==> src/rtl/load_store_unit_if.sv <==
// Request/response and word-RAM signals of the load/store unit.
// The slave modport is the unit's view and the master modport is the CPU + RAM side.
interface load_store_unit_if;
   logic        req_valid;
   logic        req_ready;
   logic        req_we;
   logic [1:0]  req_size;
   logic        req_unsigned;
   logic [31:0] req_addr;
   logic [31:0] req_wdata;
   logic        resp_valid;
   logic [31:0] resp_rdata;
   logic        resp_err;
   logic        mem_we;
   logic [9:0]  mem_addr;
   logic [31:0] mem_wdata;
   logic [31:0] mem_rdata;

   // Handshake: a request transfers on a rising edge where req_valid && req_ready.
   // resp_valid is a one-cycle pulse with no backpressure.
   // mem_rdata is combinational for the current mem_addr.
   modport master (
      output req_valid, req_we, req_size, req_unsigned, req_addr, req_wdata,
      input  req_ready, resp_valid, resp_rdata, resp_err,
      input  mem_we, mem_addr, mem_wdata,
      output mem_rdata
   );

   modport slave (
      input  req_valid, req_we, req_size, req_unsigned, req_addr, req_wdata,
      output req_ready, resp_valid, resp_rdata, resp_err,
      output mem_we, mem_addr, mem_wdata,
      input  mem_rdata
   );
endinterface

==> src/rtl/load_store_unit.sv <==
// Load/store unit in front of a 1024-word RAM; sub-word stores read-modify-write.
// Define LSU_ALIGN_CHECK_EN to reject misaligned accesses instead of forcing alignment.
module load_store_unit (
   input  logic                  clk,
   input  logic                  rst,
   load_store_unit_if.slave      bus,
   output logic [1:0]            dbg_state
);
   typedef enum logic [1:0] {IDLE = 2'd0, READ = 2'd1, WRITE = 2'd2, RESP = 2'd3} state_t;
   localparam logic [1:0] SZ_BYTE = 2'b00;
   localparam logic [1:0] SZ_HALF = 2'b01;

   state_t      state_q, state_d;
   logic        we_q, we_d;
   logic [1:0]  size_q, size_d;
   logic        uns_q, uns_d;
   logic [11:0] addr_q, addr_d;
   logic [31:0] wdata_q, wdata_d;
   logic        mem_we_q, mem_we_d;
   logic [9:0]  mem_addr_q, mem_addr_d;
   logic [31:0] mem_wdata_q, mem_wdata_d;
   logic        resp_valid_q, resp_valid_d;
   logic        resp_err_q, resp_err_d;
   logic [31:0] resp_rdata_q, resp_rdata_d;

   logic        req_err;
   logic        align_err;
   logic [11:0] eff_addr;
   logic [31:0] merged;
   logic [31:0] shifted;
   logic [31:0] load_ext;

   always_comb begin
      eff_addr = bus.req_addr[11:0];
`ifdef LSU_ALIGN_CHECK_EN
      align_err = (bus.req_size == SZ_HALF && bus.req_addr[0]) ||
                  (bus.req_size == 2'b10 && bus.req_addr[1:0] != 2'b00);
`else
      align_err = 1'b0;
      if (bus.req_size == SZ_HALF) eff_addr[0] = 1'b0;
      if (bus.req_size == 2'b10)   eff_addr[1:0] = 2'b00;
`endif
      req_err = (|bus.req_addr[31:12]) || (bus.req_size == 2'b11) || align_err;
   end

   // Lane handling is little-endian on the latched byte offset.
   always_comb begin
      merged  = bus.mem_rdata;
      shifted = bus.mem_rdata >> {addr_q[1:0], 3'b000};
      case (size_q)
         SZ_BYTE: begin
            merged[{addr_q[1:0], 3'b000} +: 8] = wdata_q[7:0];
            load_ext = {{24{~uns_q & shifted[7]}}, shifted[7:0]};
         end
         SZ_HALF: begin
            merged[{addr_q[1], 4'b0000} +: 16] = wdata_q[15:0];
            load_ext = {{16{~uns_q & shifted[15]}}, shifted[15:0]};
         end
         default: begin
            merged   = wdata_q;
            load_ext = bus.mem_rdata;
         end
      endcase
   end

   always_comb begin
      state_d      = state_q;
      we_d         = we_q;
      size_d       = size_q;
      uns_d        = uns_q;
      addr_d       = addr_q;
      wdata_d      = wdata_q;
      mem_we_d     = 1'b0;
      mem_addr_d   = 10'd0;
      mem_wdata_d  = 32'd0;
      resp_valid_d = 1'b0;
      resp_err_d   = 1'b0;
      resp_rdata_d = 32'd0;
      case (state_q)
         IDLE: begin
            if (bus.req_valid) begin
               we_d    = bus.req_we;
               size_d  = bus.req_size;
               uns_d   = bus.req_unsigned;
               addr_d  = eff_addr;
               wdata_d = bus.req_wdata;
               if (req_err) begin
                  state_d      = RESP;
                  resp_valid_d = 1'b1;
                  resp_err_d   = 1'b1;
               end else if (!bus.req_we || bus.req_size != 2'b10) begin
                  state_d    = READ;
                  mem_addr_d = eff_addr[11:2];
               end else begin
                  state_d     = WRITE;
                  mem_we_d    = 1'b1;
                  mem_addr_d  = eff_addr[11:2];
                  mem_wdata_d = bus.req_wdata;
               end
            end
         end
         READ: begin
            if (we_q) begin
               state_d     = WRITE;
               mem_we_d    = 1'b1;
               mem_addr_d  = addr_q[11:2];
               mem_wdata_d = merged;
            end else begin
               state_d      = RESP;
               resp_valid_d = 1'b1;
               resp_rdata_d = load_ext;
            end
         end
         WRITE: begin
            state_d      = RESP;
            resp_valid_d = 1'b1;
         end
         default: state_d = IDLE;
      endcase
   end

   always_ff @(posedge clk) begin
      if (rst) begin
         state_q      <= IDLE;
         we_q         <= 1'b0;
         size_q       <= 2'b00;
         uns_q        <= 1'b0;
         addr_q       <= 12'd0;
         wdata_q      <= 32'd0;
         mem_we_q     <= 1'b0;
         mem_addr_q   <= 10'd0;
         mem_wdata_q  <= 32'd0;
         resp_valid_q <= 1'b0;
         resp_err_q   <= 1'b0;
         resp_rdata_q <= 32'd0;
      end else begin
         state_q      <= state_d;
         we_q         <= we_d;
         size_q       <= size_d;
         uns_q        <= uns_d;
         addr_q       <= addr_d;
         wdata_q      <= wdata_d;
         mem_we_q     <= mem_we_d;
         mem_addr_q   <= mem_addr_d;
         mem_wdata_q  <= mem_wdata_d;
         resp_valid_q <= resp_valid_d;
         resp_err_q   <= resp_err_d;
         resp_rdata_q <= resp_rdata_d;
      end
   end

   // Outputs are gated by rst so a reset raised mid-cycle takes effect at once.
   assign bus.req_ready  = (state_q == IDLE) && !rst;
   assign bus.resp_valid = resp_valid_q && !rst;
   assign bus.resp_err   = resp_err_q && !rst;
   assign bus.resp_rdata = rst ? 32'd0 : resp_rdata_q;
   assign bus.mem_we     = mem_we_q && !rst;
   assign bus.mem_addr   = rst ? 10'd0 : mem_addr_q;
   assign bus.mem_wdata  = rst ? 32'd0 : mem_wdata_q;
   assign dbg_state      = state_q;
endmodule
==> src/flat_wrapper.sv <==
// flat-port wrapper written by rule: the top's interface ports become plain ports
module load_store_unit_flat 
  (clk, rst, dbg_state, bus_req_valid, bus_req_we, bus_req_size, bus_req_unsigned, bus_req_addr, bus_req_wdata, bus_req_ready, bus_resp_valid, bus_resp_rdata, bus_resp_err, bus_mem_we, bus_mem_addr, bus_mem_wdata, bus_mem_rdata);
  load_store_unit_if bus_i ();
  input  logic clk;
  input  logic rst;
  output logic [1:0] dbg_state;
  input wire logic [$bits(bus_i.req_valid)-1:0] bus_req_valid;
  input wire logic [$bits(bus_i.req_we)-1:0] bus_req_we;
  input wire logic [$bits(bus_i.req_size)-1:0] bus_req_size;
  input wire logic [$bits(bus_i.req_unsigned)-1:0] bus_req_unsigned;
  input wire logic [$bits(bus_i.req_addr)-1:0] bus_req_addr;
  input wire logic [$bits(bus_i.req_wdata)-1:0] bus_req_wdata;
  output wire logic [$bits(bus_i.req_ready)-1:0] bus_req_ready;
  output wire logic [$bits(bus_i.resp_valid)-1:0] bus_resp_valid;
  output wire logic [$bits(bus_i.resp_rdata)-1:0] bus_resp_rdata;
  output wire logic [$bits(bus_i.resp_err)-1:0] bus_resp_err;
  output wire logic [$bits(bus_i.mem_we)-1:0] bus_mem_we;
  output wire logic [$bits(bus_i.mem_addr)-1:0] bus_mem_addr;
  output wire logic [$bits(bus_i.mem_wdata)-1:0] bus_mem_wdata;
  input wire logic [$bits(bus_i.mem_rdata)-1:0] bus_mem_rdata;
  assign bus_i.req_valid = bus_req_valid;
  assign bus_i.req_we = bus_req_we;
  assign bus_i.req_size = bus_req_size;
  assign bus_i.req_unsigned = bus_req_unsigned;
  assign bus_i.req_addr = bus_req_addr;
  assign bus_i.req_wdata = bus_req_wdata;
  assign bus_req_ready = bus_i.req_ready;
  assign bus_resp_valid = bus_i.resp_valid;
  assign bus_resp_rdata = bus_i.resp_rdata;
  assign bus_resp_err = bus_i.resp_err;
  assign bus_mem_we = bus_i.mem_we;
  assign bus_mem_addr = bus_i.mem_addr;
  assign bus_mem_wdata = bus_i.mem_wdata;
  assign bus_i.mem_rdata = bus_mem_rdata;
  load_store_unit u_core (.clk(clk), .rst(rst), .bus(bus_i), .dbg_state(dbg_state));
endmodule
==> config.mk <==
export PLATFORM = sky130hd
export DESIGN_NAME = load_store_unit_flat
export DESIGN_NICKNAME = d
export VERILOG_FILES = /design/src/rtl/load_store_unit_if.sv /design/src/rtl/load_store_unit.sv /design/src/flat_wrapper.sv
export SDC_FILE = /design/constraint.sdc
export NUM_CORES = 1
export LEC_CHECK = 0
export ABC_AREA = 1
export BUFFER_PORTS_ARGS = -buffer_cell sky130_fd_sc_hd__buf_4
export CAP_MARGIN = 20
export CORE_MARGIN = 5
export CORE_UTILIZATION = 30
export DETAILED_ROUTE_END_ITERATION = 10
export HOLD_SLACK_MARGIN = 0.02
export PLACE_DENSITY = 0.63
export SLEW_MARGIN = 20
export SYNTH_ARGS = -nofsm -noshare
export SYNTH_HDL_FRONTEND = slang
export SYNTH_SLANG_ARGS = --single-unit
==> constraint.sdc <==
create_clock -name clk -period 2.03 [get_ports clk]
set_input_delay 0 -clock clk [delete_from_list [all_inputs] [get_ports clk]]
set_output_delay 0 -clock clk [all_outputs]
set_load 0.005 [all_outputs]
==> qor.csv <==
metric,value,unit
status,completed,
worst setup path start,u_core.addr_q[1],
final setup TNS,0,ps
Worst-Skew Late Latency,420,ps
Antenna Nets Post-Route,0,
Worst VDD drop,0.5135,mV
Core Region,22430,sq um
diodes inserted,0,
Worst Hold Class,in -> reg,
wire length per cell,15.73,um
dominant cell type by area after synthesis,dfxtp_1,
footprint of the multi-input gates,3376,sq um
Area Overhead vs Synth,42.43,%
Synth Net Count,1166,
largest net degree at the start of global routing,169,
mean post-synth cell area,6.438,sq um
antenna violations before repair,0,
Worst slew margin,54.38,%
final core utilization,43.08,%
all-layer global routing usage,18.41,%
TritonCTS sink count,127,
DRC,0,
top-area cell type share of the netlist area,37.47,%
die width,160.4,um
detailed-placement wirelength estimate,17770,um
# fillers,2355,
number of synthesized register bits,127,
leak pwr,4.160,nW
"Data required, critical path",2370,ps
I/O pin total,183,
Post-synth EDFFs,0,
crit-path max FO,8,
critical path arrival,2250,ps
Vias/cell,4.883,
Port Buffers,182,
post-layout minimum cycle time,1911,ps
DR vias,7662,
first-pass GRT wire length,38560,um
top-count cell post-synth,nand2_1,
dominant synthesized flop cell,dfxtp_1,
row count,55,
grt total ovfl,0,
TritonCTS clock tree,yes,
post-synthesis cell type count,34,
"Async S/R FF share, synth",0,%
CTS HTree Levels,4,
post-route clock period utilization,94.12,%
total CTS buffers,17,
"CTS clk-pin slew, worst paths",60,ps
Initial Util,30.25,%
Reg area,2542,sq um
netlist area before placement,6785,sq um
die area,25730,sq um
Final Hold Fails,0,
HP Start,bus_mem_rdata[22],
die height,160.4,um
total of max-cap violations,0,
Clock Path Buffers,2,
DRT Pass-1 Iters,5,
share of cells above drive strength 1,19.70,%
via count of the first global-routing pass,7275,
Worst-Margin Slew,684.3,ps
main area contributors after synthesis,"dfxtp_1 37%, nand2_1 14%, a21oi_1 10%, inv_1 7.6%, nor2_1 6.3%",
final wirelength,24680,um
FF-to-FF Start,u_core.addr_q[1],
detailed router's first-iteration violation count,607,
CP Class,reg -> reg,
Yosys Warn Count,0,
crit start category,flop,
Synth top cells by count,"246 x nand2_1, 141 x a21oi_1, 137 x inv_1",
routability congestion estimate,0.9003,
Max Freq,0.5234,GHz
Max Transition Viols Final,0,
RSZ-0062 raised after global routing,no,
Final nets,1386,
sequential area share after synthesis,37.47,%
Clock Skew,10.95,ps
cells after synthesis,1054,
Pwr Density,991.7,nW/um^2
root buf cell,clkbuf_16,
final count of negative-setup-slack endpoints,0,
Crit. End Element,flop,
post-CTS setup-driven buffer insertion count,0,
final timing paths:
path | endpoint | slack (ps) | depth (start not counted)
setup / recovery | u_core.mem_wdata_q[10] | 120 | 10
hold / removal | u_core.resp_rdata_q[22] | 40 | 5
setup reg to reg | u_core.mem_wdata_q[10] | 120 | 10
hold reg to reg | u_core.wdata_q[16] | 470 | 2
per-layer routing:
metal  track usage [%]  vias up  routed length (um)
met5                 0        -                   0
met4             5.592        0                 533
met3             4.747       48                2025
met2             29.11      350               11190
met1             24.74     3424               10920
li1                  -     3840                   -
layout by cell type (no fill, tap or decap), drive strengths merged, types with 9 or more instances in the layout:
cell	count
o22ai	24
o211ai	19
clkbuf	23
ha	9
o21ai	52
dfxtp	127
a21oi	141
buf	206
nand3	63
nor2	116
inv	144
nand2	247
dlygate4sd3	65
what timing repair did:
action	in CTS	in global routing
endpoints found under the hold margin	106	0
resized for setup	0	2
endpoints found under the setup margin	0	2
hold buffers	65	0
cells by family (layout without fill, tap and decap cells):
logic type / Yosys count / after routing / share of synthesized area [%]
fa+ha+maj: 9 / 9 / 1.660
simple gates: 432 / 432 / 25.76
compound gates: 269 / 269 / 22.33
flops: 127 / 127 / 37.47
buf+inv: 217 / 447 / 12.78
through the flow:
step / total power [mW] / cells / area [sq um] / worst slack (ps) / hold WS, ps
6_report: 9.584 / 1569 / 9664 / 119.3 / 36.83
3_3_place_gp: 6.402 / 1475 / 8426 / 130.9 / 263.0
3_5_place_dp: 6.435 / 1475 / 8426 / 99.82 / 273.7
5_1_grt: 10.17 / 1569 / 9664 / 10.57 / 72.22
4_1_cts: 9.564 / 1569 / 9657 / 90.43 / 36.03
2_1_floorplan: 5.325 / 1054 / 6785 / 67.28 / 143.8
power by group:
| group | internal (mW) | switching [mW] | total, mW | leakage [nW] |
|---|---|---|---|---|
| sequential | 2.82 | 0.229 | 3.05 | 1.03 |
| clock | 1.94 | 1.09 | 3.03 | 0.287 |
| combinational | 1.29 | 2.21 | 3.50 | 2.84 |
registers in the layout, indices dropped and copies added, names as in the netlist:
signal,count
u_core.mem_wdata_q,32
u_core.resp_rdata_q,32
u_core.wdata_q,32
u_core.addr_q,12
u_core.mem_addr_q,10
u_core.dbg_state,2
u_core.size_q,2
u_core.mem_we_q,1
u_core.resp_err_q,1
u_core.resp_valid_q,1
u_core.uns_q,1
u_core.we_q,1
worst max-delay path: stages (launching register included):
cell and delay (ps):
dfxtp_1 390, inv_2 80, ha_1 310, inv_1 60, nor2_1 150, nand2_1 230, o22ai_1 210, nand2_1 80
nand2_1 80, nand2_1 60, a21oi_1 180
cell type report:
class / count / area share, %
Multi-Input combinational cell: 710 / 34.93
Sequential cell: 127 / 26.31
Timing Repair Buffer: 271 / 23.29
Inverter: 147 / 5.774
Clock buffer: 23 / 5.153
Tap cell: 285 / 3.690
Clock inverter: 6 / 0.8545
No activity file was read; power rests on OpenSTA's default activity.
